$ cat src/rtl/receiver_control.sv
// Receiver side of the Request/Ack serial link: grants words, deserializes 16 bits MSB first
// into a first-word-fall-through FIFO. Optional odd-parity check under RECEIVER_PARITY_EN.
module receiver_control #(
    parameter int unsigned DEPTH = 16,
    parameter int unsigned AW    = 4
) (
    input  logic          clk,
    input  logic          Reset,
    input  logic          Request,
    input  logic          sdrDataIn,
    input  logic          read,
    output logic          Ack,
    output logic [15:0]   rcvData,
    output logic          empty,
    output logic          full,
    output logic [AW:0]   count,
    output logic          parityErr
);

`ifdef RECEIVER_PARITY_EN
    typedef enum logic [2:0] {IDLE, ACK, SHIFT, PARITY, STORE} state_t;
`else
    typedef enum logic [2:0] {IDLE, ACK, SHIFT, STORE} state_t;
`endif

    localparam logic [AW:0]   DepthCnt = (AW+1)'(DEPTH);
    localparam logic [AW:0]   CntOne   = (AW+1)'(1);
    localparam logic [AW-1:0] PtrOne   = AW'(1);

    state_t          state_q, state_d;
    logic [15:0]     shreg_q;
    logic [3:0]      bitcnt_q;
    logic [15:0]     mem [DEPTH];
    logic [AW-1:0]   wptr_q, rptr_q;
    logic [AW:0]     count_q, count_d;
    logic            empty_q, full_q;
    logic            wr_en, rd_en;

    assign wr_en = (state_q == STORE);
    assign rd_en = read && !empty_q;

    // Only one word is ever in flight and it is stored before IDLE, so count alone tells space.
    always_comb begin
        state_d = state_q;
        Ack     = 1'b0;
        unique case (state_q)
            IDLE:  if (Request && (count_q < DepthCnt)) state_d = ACK;
            ACK: begin
                Ack     = 1'b1;
                state_d = SHIFT;
            end
            SHIFT: begin
                if (bitcnt_q == 4'd15) begin
`ifdef RECEIVER_PARITY_EN
                    state_d = PARITY;
`else
                    state_d = STORE;
`endif
                end
            end
`ifdef RECEIVER_PARITY_EN
            PARITY: state_d = STORE;
`endif
            STORE: state_d = IDLE;
            default: state_d = IDLE;
        endcase
    end

    always_comb begin
        count_d = count_q;
        unique case ({wr_en, rd_en})
            2'b10:   count_d = count_q + CntOne;
            2'b01:   count_d = count_q - CntOne;
            default: count_d = count_q;
        endcase
    end

    always_ff @(posedge clk) begin
        if (Reset) begin
            state_q  <= IDLE;
            shreg_q  <= '0;
            bitcnt_q <= '0;
            wptr_q   <= '0;
            rptr_q   <= '0;
            count_q  <= '0;
            empty_q  <= 1'b1;
            full_q   <= 1'b0;
            for (int i = 0; i < int'(DEPTH); i++) mem[i] <= '0;
        end else begin
            state_q <= state_d;
            if (state_q == ACK) bitcnt_q <= '0;
            if (state_q == SHIFT) begin
                shreg_q  <= {shreg_q[14:0], sdrDataIn};
                bitcnt_q <= bitcnt_q + 4'd1;
            end
            if (wr_en) begin
                mem[wptr_q] <= shreg_q;
                wptr_q      <= wptr_q + PtrOne;
            end
            if (rd_en) rptr_q <= rptr_q + PtrOne;
            count_q <= count_d;
            empty_q <= (count_d == '0);
            full_q  <= (count_d == DepthCnt);
        end
    end

`ifdef RECEIVER_PARITY_EN
    logic perr_q;

    // Odd parity: data bits XOR parity bit must be 1.
    always_ff @(posedge clk) begin
        if (Reset) begin
            perr_q <= 1'b0;
        end else if ((state_q == PARITY) && !(^{shreg_q, sdrDataIn})) begin
            perr_q <= 1'b1;
        end
    end

    assign parityErr = perr_q;
`else
    assign parityErr = 1'b0;
`endif

    assign rcvData = mem[rptr_q];
    assign empty   = empty_q;
    assign full    = full_q;
    assign count   = count_q;

endmodule

$ cat config.mk
export PLATFORM = sky130hd
export DESIGN_NAME = receiver_control
export DESIGN_NICKNAME = d
export VERILOG_FILES = /design/src/rtl/receiver_control.sv
export SDC_FILE = /design/constraint.sdc
export NUM_CORES = 1
export LEC_CHECK = 0
export ABC_AREA = 1
export CAP_MARGIN = 20
export CORE_MARGIN = 3
export CORE_UTILIZATION = 30
export CTS_CLUSTER_DIAMETER = 50
export DETAILED_ROUTE_END_ITERATION = 6
export PLACE_DENSITY = 0.45
export RECOVER_POWER = 50
export SETUP_SLACK_MARGIN = 0.4
export SLEW_MARGIN = 20
export SYNTH_ARGS = -nofsm -noshare
export SYNTH_HDL_FRONTEND = slang
export SYNTH_SLANG_ARGS = --single-unit
$ cat constraint.sdc
create_clock -name clk -period 2.13 [get_ports clk]
set_input_delay 0.426 -clock clk [delete_from_list [all_inputs] [get_ports clk]]
set_output_delay 0.426 -clock clk [all_outputs]
set_load 0.005 [all_outputs]
Word level (Yosys, flattened, before mapping)
Memories as Yosys holds them, arrays and structs flattened. A register that Yosys moved wholly into a read port is not among the register bits.
Index checks and enable logic that the tools add are counted.
- RAM bits: 256
- input port bits: 5
- memories kept: 1
- register bits after elaboration: 38
- output and inout bits: 25
- memories (memory ; depth ; width ; rd ports ; clocked after Yosys merged registers in ; write ports ; RTL line ; source):
    mem ; 16 ; 16 ; 1 ; 1 ; 16 ; 33 ; logic [15:0] mem [DEPTH];
- reductions and logical operators: 8
- add/sub/neg operators: 5
- $lt $le $gt $ge: 1
- mux-type cells: 17
- equal/unequal tests: 9
- operators by type and width (cell ; number):
    2-to-1 mux 4 bit ; 5
    2-to-1 mux 16 bit ; 1
    OR reduction 16 bit ; 1
    adder 4 x 1 -> 4 bit, second input constant ; 3
    one-hot mux 5 bit (2 select lines) ; 1
    one-hot mux 3 bit (3 select lines) ; 1
    2-to-1 mux 1 bit ; 7
    equality test 3 x 2 -> 1 bit, second input constant ; 2
    2-to-1 mux 3 bit ; 2
    adder 5 x 1 -> 5 bit, second input constant ; 1
    equality test 5 bit, second input constant ; 1
    logical NOT 5 bit ; 1
    < comparator 5 bit, second input constant ; 1
    subtractor 5 x 1 -> 5 bit, second input constant ; 1
    equality test 4 bit, second input constant ; 1
    != test 2 bit, second input constant ; 2
    equality test 3 x 1 -> 1 bit, second input constant ; 1
    logical NOT 3 bit ; 1
    equality test 2 x 1 -> 1 bit, second input constant ; 1
    equality test 2 bit, second input constant ; 1
    logical AND 1 bit ; 2
    AND reduction 2 bit ; 1
    nonzero test 2 bit ; 1
    logical NOT 1 bit ; 1

Depth between registers and ports, before layout
- depth in word-level cells: 6
- mapped depth: 17
- gate-level depth less buffers: 17

Worst setup path before layout
Ideal clock, no wire load.
- kind: register to register
- start: register state_q[0]
- end: memory mem[3][0] (enable)
- cell stages (with the launch flop): 7
- path slack: 0.108 ns
- clock period less this slack: 2.022 ns
- path buffers: 1
- setup time: 0.372 ns
- arrival time: 1.650 ns
- path through: dfxtp_1 -> ha_1 -> nand2_1 -> nor2_1 -> nand2_2 -> buf_2 -> nand2_1
- RTL lines (element ; RTL line ; source):
    start, declared ; 30 ; state_t state_q, state_d;
    start signal, assigned ; 90 ; state_q <= state_d;
    end, declared ; 33 ;

==> run summary <==
Outcome: finished with violations
Failing checks: setup timing
Lkg Pwr: 6.31 nW
Async S/R FF share, synth: 0
Fin. max-slew vios: 0
Comb pwr share: 0.246
Hold WC Path Type: reg -> reg
Clock buffer depth: 3
First-pass GRT wire length: 60.5 mm
H-tree depth: 2
Clk pwr share: 0.383
Fin util: 0.404
Crit path DAT: 2.14 ns
Seq pwr share: 0.371
P_int: 13.0 mW
Maximum vdd drop: 752 uV
Largest net degree at the start of global routing: 45
Setup ws final: -0.436 ns
Clock tree sinks: 297
Ant diodes: 0
Synth Net Count: 1267
Req. time, crit path: 1.70 ns
Most frequent cells in the layout: nor2_1, edfxtp_1, inv_1, a21oi_1, buf_4
Cts hold-fix bufs: 0
RSZ-0062 raised after global routing: yes
Placed Cells: 1886
Drt wl/cell: 20.0 um
Vias in the first global route: 9734
Final hold slack: 0.463 ns
CTS clk-pin slew, worst paths: 0.06 ns
Slew HR: 0.393
Final instance area: 17500 sq um
Slew @ Worst Pin: 0.910 ns
Initial antenna violation count: 1
Post-synth EDFFs: 256
Post-layout min period: 2.57 ns
GPL Wtd Cong: 0.770
Share of layout cells above drive strength 1: 0.236
Chip width: 217 um
Switch Pwr: 5.53 mW
Area delta synth->final: 31.6%
Fin nets: 1406
Die H: 217 um
Total Wirelength: 40.2 mm
Routed Antenna Nets: 0
Fill count: 4159
DR iter-0 viols: 713
Power Density: 1060 nW/um^2
Synth Instances: 1249
CTS tree: built
Sw frac: 0.298
Final Hold Fails: 0
Synth cell types: 31
Die area: 47000 sq um
Fin Setup TNS: -8.90 ns
Worst Skew: 0.0253 ns
Top_reg_cell synth: edfxtp_1
Core ar.: 43500 sq um
Netlist Area Pre-Place: 13300 sq um
YS warnings: 0
Commonest non-fill, non-tap cell in the layout: nor2_1
CTS Buf Count: 41
Starting Density: 0.307
Ports: 30
Detailed-route DRC error count: 0
Area after DPL: 15200 sq um
CP max FO: 8
Startpoint types: flop
Seq cells post-synth: 297
Avg Cell Area, Syn: 10.7 sq um
Clock Latency Late Sink: 0.56 ns
Fmax: 0.390 GHz
# port buffers: 28
Max_cap viols: 0
First-pass DRT Iterations: 5
Crit end category: output port
Fin crit share: 1.20
Routed vias/inst: 4.79
Row Count: 76
GRT Overall Usage: 0.171
Final setup viols: 112
Kind of critical path: reg -> out
Grt total ovfl: 0
DP HPWL: 24.7 mm
Root buf cell: clkbuf_16
Post-synthesis sequential area ratio: 0.638
Final std cells w/o fill: 2006
Vias: 9616
flip-flops by register name (all words and copies together) (netlist names), named ones only:
register and flops:
bitcnt_q 4, count 5, empty 1, full 1, mem 256, rptr_q 4, shreg_q 16, state_q 2
wptr_q 4
power by group through the flow:
stage          Clock (mW)  Sequential (mW)  Combinational (mW)
2_1_floorplan           0             6.93                2.15
3_3_place_gp            0             6.99                3.91
3_5_place_dp            0             6.99                3.92
4_1_cts              7.24             6.88                4.42
5_1_grt              7.51             6.91                4.96
6_report             7.10             6.87                4.55
cells in the mapped netlist, types with 3 or more instances:
library cell	instances	area, sq um
a21oi_1	97	485
edfxtp_1	256	7690
buf_6	4	45.0
o21ai_0	95	475
nand2_1	70	263
mux2i_1	64	641
clkbuf_1	39	146
buf_1	11	41.3
o211ai_1	64	480
nand3_2	4	40.0
inv_2	4	15.0
nand2_2	12	75.1
ha_1	13	163
dfxtp_1	41	821
buf_2	25	125
buf_4	7	52.6
nor2_1	277	1040
and3_1	3	18.8
nand3_1	34	170
nor2_2	3	18.8
clkinv_1	15	56.3
inv_1	96	360
nor3_1	5	25.0
stage by stage:
| stage | power, mW | setup slack [ns] |
|---|---|---|
| global route | 19.4 | -0.556 |
| floorplan | 9.08 | 0.362 |
| detailed placement | 10.9 | -0.272 |
| global placement | 10.9 | -0.278 |
| CTS | 18.5 | -0.506 |
| finish | 18.5 | -0.436 |
area by class of cell:
cell class              instances  area, sq um  share of cell area
clock inverters                26          305              0.0174
repair buffers                179         2000               0.114
clock buffers                  50         1100              0.0629
well taps                     585          732              0.0417
flip-flops and latches        297         8520               0.486
inverters                     115          445              0.0254
multi-input cells             754         4430               0.252
kinds of logic after synthesis:
kind of cell / Yosys count / synth area share
adders and majority gates: 13 / 0.0122
other: 1 / 0.000281
xor gates and xnor gates: 1 / 0.000657
AOI/OAI and AO/OA: 260 / 0.110
muxes: 64 / 0.0481
DFF: 297 / 0.638
buffers and inverters: 201 / 0.0632
and+or+nand+nor: 412 / 0.127
what timing repair did:
action | 4_1_cts | 5_1_grt
resized for setup | 182 | 82
setup buffers | 28 | 4
cloned | 7 | 5
setup endpoints to repair | 60 | 266
pin swaps | 63 | 56
routing by layer:
metal  global-route usage  up-vias  share of wire
li1                     -     4610              -
met4               0.0449        0          0.023
met3               0.0321       64          0.049
met1                0.224     4739           0.44
met5                    0        -              0
met2                0.290      203           0.49
path summary, 6_finish.rpt:
path | to | slack [ns] | from | depth (start not counted)
max reg2reg | mem[12][10] | -0.07 | state_q[1] | 8
min | shreg_q[10] | 0.46 | shreg_q[9] | 2
max | rcvData[15] | -0.44 | flop | 9
min reg2reg | shreg_q[10] | 0.46 | shreg_q[9] | 2
critical path: stages, from the launching register on:
cell	delay, ns
dfxtp_4	0.37
buf_6	0.13
buf_12	0.14
buf_6	0.11
buf_6	0.12
mux2i_1	0.12
o211ai_1	0.19
nand3_1	0.16
nand2_2	0.12
buf_2	0.12
No activity file was read; power rests on OpenSTA's default activity.
